===== config.mk =====
export PLATFORM = sky130hd
export DESIGN_NAME = regfile_bypass
export DESIGN_NICKNAME = d
export VERILOG_FILES = /design/src/rtl/regfile_bypass.sv
export SDC_FILE = /design/constraint.sdc
export NUM_CORES = 2
export LEC_CHECK = 0
export ABC_AREA = 1
export CAP_MARGIN = 20
export CELL_PAD_IN_SITES_DETAIL_PLACEMENT = 0
export CELL_PAD_IN_SITES_GLOBAL_PLACEMENT = 2
export CORE_MARGIN = 2
export CORE_UTILIZATION = 37
export DETAILED_ROUTE_END_ITERATION = 16
export DONT_BUFFER_PORTS = 1
export PLACE_DENSITY_LB_ADDON = 0.1
export SLEW_MARGIN = 20
export SYNTH_ARGS = -nofsm -noshare
export SYNTH_HDL_FRONTEND = slang
export SYNTH_SLANG_ARGS = --single-unit

===== constraint.sdc =====
create_clock -name clk -period 2 [get_ports clk]
set_input_delay 0 -clock clk [delete_from_list [all_inputs] [get_ports clk]]
set_output_delay 0 -clock clk [all_outputs]
set_load 0.005 [all_outputs]

===== src/rtl/regfile_bypass.sv =====
// Parametrised register file with a one-stage write staging register
// and optional forwarding of the staged write to the read ports.
module regfile_bypass #(
  parameter int XLEN     = 32,
  parameter int NREG     = 32,
  parameter int AW       = 5,
  parameter int NRD      = 2,
  parameter int ZERO_REG = 1,
  parameter int BYPASS   = 1
) (
  input  logic              clk,
  input  logic              rst,
  input  logic              we,
  input  logic [AW-1:0]     rd,
  input  logic [XLEN-1:0]   di,
  input  logic [NRD*AW-1:0] ra,
  output logic [NRD*XLEN-1:0] q,
  output logic              wb_pend
);

  localparam bit ZR = (ZERO_REG != 0);
  localparam bit BP = (BYPASS != 0);

  logic [XLEN-1:0] mem_q [NREG];

  logic            pend_v_q, pend_v_d;
  logic [AW-1:0]   pend_a_q, pend_a_d;
  logic [XLEN-1:0] pend_d_q, pend_d_d;

  always_comb begin
    pend_v_d = we && !(ZR && rd == '0);
    pend_a_d = pend_a_q;
    pend_d_d = pend_d_q;
    if (we) begin
      pend_a_d = rd;
      pend_d_d = di;
    end
  end

  // Commit of the previous staged write shares the edge with the next capture
  always_ff @(posedge clk or negedge rst) begin
    if (!rst) begin
      for (int i = 0; i < NREG; i++) begin
        mem_q[i] <= '0;
      end
      pend_v_q <= 1'b0;
      pend_a_q <= '0;
      pend_d_q <= '0;
    end else begin
      if (pend_v_q) begin
        mem_q[pend_a_q] <= pend_d_q;
      end
      pend_v_q <= pend_v_d;
      pend_a_q <= pend_a_d;
      pend_d_q <= pend_d_d;
    end
  end

  assign wb_pend = pend_v_q;

  for (genvar g = 0; g < NRD; g++) begin : g_rd
    logic [AW-1:0] a;
    logic          zero;
    logic          hit;

    assign a    = ra[g*AW +: AW];
    assign zero = ZR && (a == '0);
    assign hit  = BP && pend_v_q
               && (pend_a_q == a);

    assign q[g*XLEN +: XLEN] =
      zero ? '0 :
      hit  ? pend_d_q :
             mem_q[a];
  end

endmodule


Word-level counts from Yosys, hierarchy flattened
Cells that the tools add are included.
{"block": "word_totals", "regBits": 1062, "inputBits": 50, "wordCells": 65}
{"block": "op_classes", "order_cmp": 4, "eq_ne": 2, "mux": 13, "n_bitwise": 3, "reduce_logical": 8}
{"cell": "$bwmux W1024", "n": 1}
{"cell": "$bmux W32 S5", "n": 2}
{"cell": "$mux W32", "n": 9}
{"cell": "$demux W32 S5", "n": 1}
{"cell": "$ge A6 B6 Y1 const B", "n": 3}
{"cell": "$not A5 Y6", "n": 3}
{"cell": "$logic_not A5 Y1", "n": 3}
{"cell": "$eq A5 B5 Y1", "n": 2}
{"cell": "$lt A6 B1 Y1 const B", "n": 1}
{"cell": "$logic_and A1 B1 Y1", "n": 4}
{"cell": "$logic_not A1 Y1", "n": 1}

Longest topological paths before layout
{"block": "depth", "depth_word": 6, "depth_mapped": 13, "mapped_depth_nobuf": 11}

Worst setup path after synthesis
OpenSTA, ideal clock, no wires.
{"block": "synth_path", "path_type": "reg-to-reg", "startpoint": "register pend_a_q[4]", "endpoint": "register mem_q[245] in the netlist's numbering", "arrival_ns": 1.614, "required_ns": 1.867, "slack_ns": 0.253, "stages_incl_launch_ff": 8, "synth_period_minus_slack_ns": 1.747, "cell_sequence": "dfrtp_1 buf_2 inv_1 nor3_1 nand2_1 clkbuf_1 nand2_1 o21ai_0"}
{"block": "synth_between", "elab_chain_len": 6, "word_cells_on_any_way": 7, "cone_classes": "order compare (2); mux (3); bitwise (1); reduce/logical (1)"}
{"item": "start: declaration", "line_no": "27", "rtl": "logic [AW-1:0] pend_a_q, pend_a_d;"}
{"item": "start signal: assignment", "line_no": "54", "rtl": "pend_a_q <= pend_a_d;"}
{"item": "$not A5 Y6 (not written as such) *", "line_no": "51", "rtl": "mem_q[pend_a_q] <= pend_d_q;"}
{"item": "$ge A6 B6 Y1 (not written as such) or $lt A6 B1 Y1 (tied branches)", "line_no": "51"}
{"item": "$logic_and A1 B1 Y1 (not written as such)", "line_no": "51"}
{"item": "$mux W32 (not written as such)", "line_no": "51"}
{"item": "$demux W32 S5 *", "line_no": "51"}
{"item": "$bwmux W1024 *", "line_no": "51"}
{"item": "end signal: indexed assignment", "line_no": "51"}
{"item": "end: declaration", "line_no": "24", "rtl": "logic [XLEN-1:0] mem_q [NREG];"}
Mark *: on every way between the ends. The rest lies on a longest branch, timed or not.
A chain may end at the register's enable or synchronous reset.

Worst setup path in the final report
{"block": "layout_path", "startpoint": "input ra[5]", "endpoint": "output q[51]"}
{"block": "layout_between", "elab_chain_len": 6, "word_cells_on_any_way": 9, "cone_classes": "eq/ne (1); mux (5); bitwise (1); reduce/logical (2)"}
{"item": "start: declaration", "line_no": "16", "rtl": "input logic [NRD*AW-1:0] ra,"}
{"item": "$not A5 Y6 (not written as such)", "line_no": "74", "rtl": "mem_q[a];"}
{"item": "$bmux W32 S5", "line_no": "74"}
{"item": "$mux W32 (not written as such) (2 in series)", "line_no": "74"}
{"item": "$mux W32", "line_no": "73", "rtl": "hit ? pend_d_q :"}
{"item": "$mux W32 *", "line_no": "72", "rtl": "zero ? '0 :"}
{"item": "end: declaration", "line_no": "17", "rtl": "output logic [NRD*XLEN-1:0] q,"}
Mark *: on every way between the ends. The rest lies on a longest branch, timed or not. The select of a mux whose other input is x is not followed.

==> results.yml <==
detailed_routing:
  drt_iter0_markers: 5748
  wl_per_cell_um: 25.0
  top_layer: "met5"
  wl_met3_mm: 18.6
  vias: 59500
  ant_nets: 0
  dr.pass1.iters: 6
  drc: 0
  routed-wl-met2_mm: 123
  route.final.wire_length_mm: 271
  detail_route.vias_per_cell: 5.49
  drt-met1-wl_mm: 121
sta:
  max_slew_margin_pct: -90.2
  tns_ns: -34.90
  clock_skew_ns: 0.0253
  setup_viol: 64
  period_needed_ns: 3.34
  slew_violations: 331
  max_freq_mhz: 299
  worst-slew-pin-transition_ns: 2.85
  fin_ws_ns: -1.34
  hold_viol_final: 0
  period_share_pct: 167
  rsz0062_at_grt: "yes"
clock_tree:
  clk_latency_ns: 0.78
  root_buffer: "clkbuf_16"
  clkTransAtPathRegs_ns: 0.06
  cts_tree: "yes"
  h-tree-depth: 4
  cts.sinks: 1062
  cts-buffers-inserted: 137
  clk_path_buf_depth: 3
die:
  start_util_pct: 37.2
  row_count: 147
  core_area_sq_um: 161000
  die_x_um: 406
  fp.dieH_um: 406
  ioPinCount: 115
  die-area_sq_um: 165000
global_route:
  grt_pass1_wl_mm: 390
  grt_overflow_total: 0
  antenna_found_initial: 3
  grt_max_degree: 777
  grt_pass1_vias: 55700
  grt_usage_pct: 31.9
synthesis:
  synth_cell_type_count: 23
  yosysWarnings: 0
  synth_fp_nets: 8728
  synthCells: 8678
  synth_area_per_cell_sq_um: 6.89
  seq_area_frac_synth_pct: 44.4
  syn-cell-area_sq_um: 59800
  synth_seq_cells: 1062
critical_path:
  crit_arrival_ns: 3.34
  cp.required_ns: 2.00
  worstSetupPathType: "in2out"
  critPathMaxFanout: 743
  crit_path_end_kind: "output pin"
  start_kind: "input port"
min_path:
  hp-class: "in2reg"
layout:
  layout-drive-gt1-share_pct: 9.91
  multi_input_area_sq_um: 29000
  seq_area_sq_um: 26600
  nets: 8602
  area_growth_pct: 19.6
  fillers: 16500
status:
  violations: "max-slew violations, negative setup slack"
  status: "finished with violations"
power:
  p_total_mw: 72.1
  peakVddDrop_mv: 0.955
  leakage_nw: 33.6
  p_per_area_nw_per_um2: 1010
placement:
  io_buffers: 0
  dp_hpwl_mm: 145
  gp_congestion: 0.832
run:
  maxCapViolCount: 0
cells by family after synthesis:
logic type	Yosys count	share of synthesized area, %
AND/OR/NAND/NOR	4261	29.5
XOR/XNOR	4	0.0586
AO/OA/AOI/OAI	1927	17.0
flip-flops	1062	44.4
buffers and inverters	1424	9.04
state kept, by name (all words and copies together), names as in the netlist:
| signal | flops |
|---|---|
| wb_pend | 1 |
| mem_q | 1024 |
| pend_a_q | 5 |
| pend_d_q | 32 |
per-stage QoR:
stage / utilization, % / hold slack (ns) / area [sq um] / worst slack, ns / cells
floorplan: - / -0.296 / 59800 / 0.253 / 8678
global placement: 39.7 / -0.142 / 63700 / -0.101 / 10400
detailed placement: 39.7 / -0.143 / 63700 / -0.150 / 10400
CTS: 44.1 / 0.0684 / 70900 / -0.576 / 10800
global route: 44.5 / 0.106 / 71500 / -0.620 / 10800
finish: 44.5 / 0.120 / 71500 / -1.34 / 10800
metal layers:
metal,vias to the layer above,track usage [%]
met3,405,4.92
met1,29000,44.7
met5,-,0
li1,27900,-
met2,2167,50.6
met4,2,9.99
synthesized netlist by cell type, drive strengths merged:
master	number	share of area, %
nor2	381	2.4
o22ai	4	0.042
or4	1	0.013
clkbuf	622	3.9
nand3	1075	9.0
clkinv	3	0.019
inv	676	4.2
nand4	2	0.021
a21oi	268	2.2
dfrtp	1062	44
or2	69	0.72
nor4	2	0.071
nor3	14	0.16
buf	123	0.87
o21ai	1457	12
o211ai	198	2.5
xor2	4	0.059
nand2	2717	17
worst max-delay path: stages:
cell	delay (ns)
or2_2	1.08
nand3_1	0.08
nand3_1	0.10
nand3_1	0.11
nand3_1	0.08
nand2_1	0.17
a21oi_1	0.10
buf_4	0.17
buf_6	0.12
final cells by class:
type,count,share of cell area [%]
multi-input cells,6192,40.6
flip-flops and latches,1062,37.2
repair buffers,480,8.49
clock buffers,212,5.90
well taps,2160,3.78
inverters,679,3.62
clock inverters,40,0.471
diodes,4,0.0140
cells in the final DEF (no fill, tap or decap), types with 112 or more instances in the layout:
cell type and count:
buf_12 126, nand2_1 2678, nor2_1 367, o211ai_1 198, o21ai_0 1334, dfrtp_1 1060, a21oi_1 212, dlygate4sd3_1 112
nand3_1 1072, buf_4 186, inv_1 662, clkbuf_16 155
final timing paths:
kind                       depth (start not counted)  slack, ns          end        from
min                                                3       0.12  pend_a_q[4]       rd[4]
min reg2reg                                        2       0.48   mem_q[128]  mem_q[128]
min in group asynchronous                          4       0.48   mem_q[672]         rst
max in group asynchronous                          6       0.55    mem_q[12]         rst
max                                                9      -1.34        q[51]       ra[5]
max reg2reg                                        7       0.09   mem_q[532]     wb_pend
power by group:
group          internal [mW]  switching [mW]  leakage [nW]
Clock                   15.0            10.3          2.27
Combinational           6.42            9.74          17.3
Sequential              26.9            3.73          14.0
what timing repair did:
item                        CTS  global route
resized for setup           282            46
setup endpoints to repair    72            94
setup buffers                17             8
pin swaps                    35            19
hold endpoints to repair   1100             0
hold buffers                114             0
gates cloned                 12            11
No activity file was read; power rests on OpenSTA's default activity.
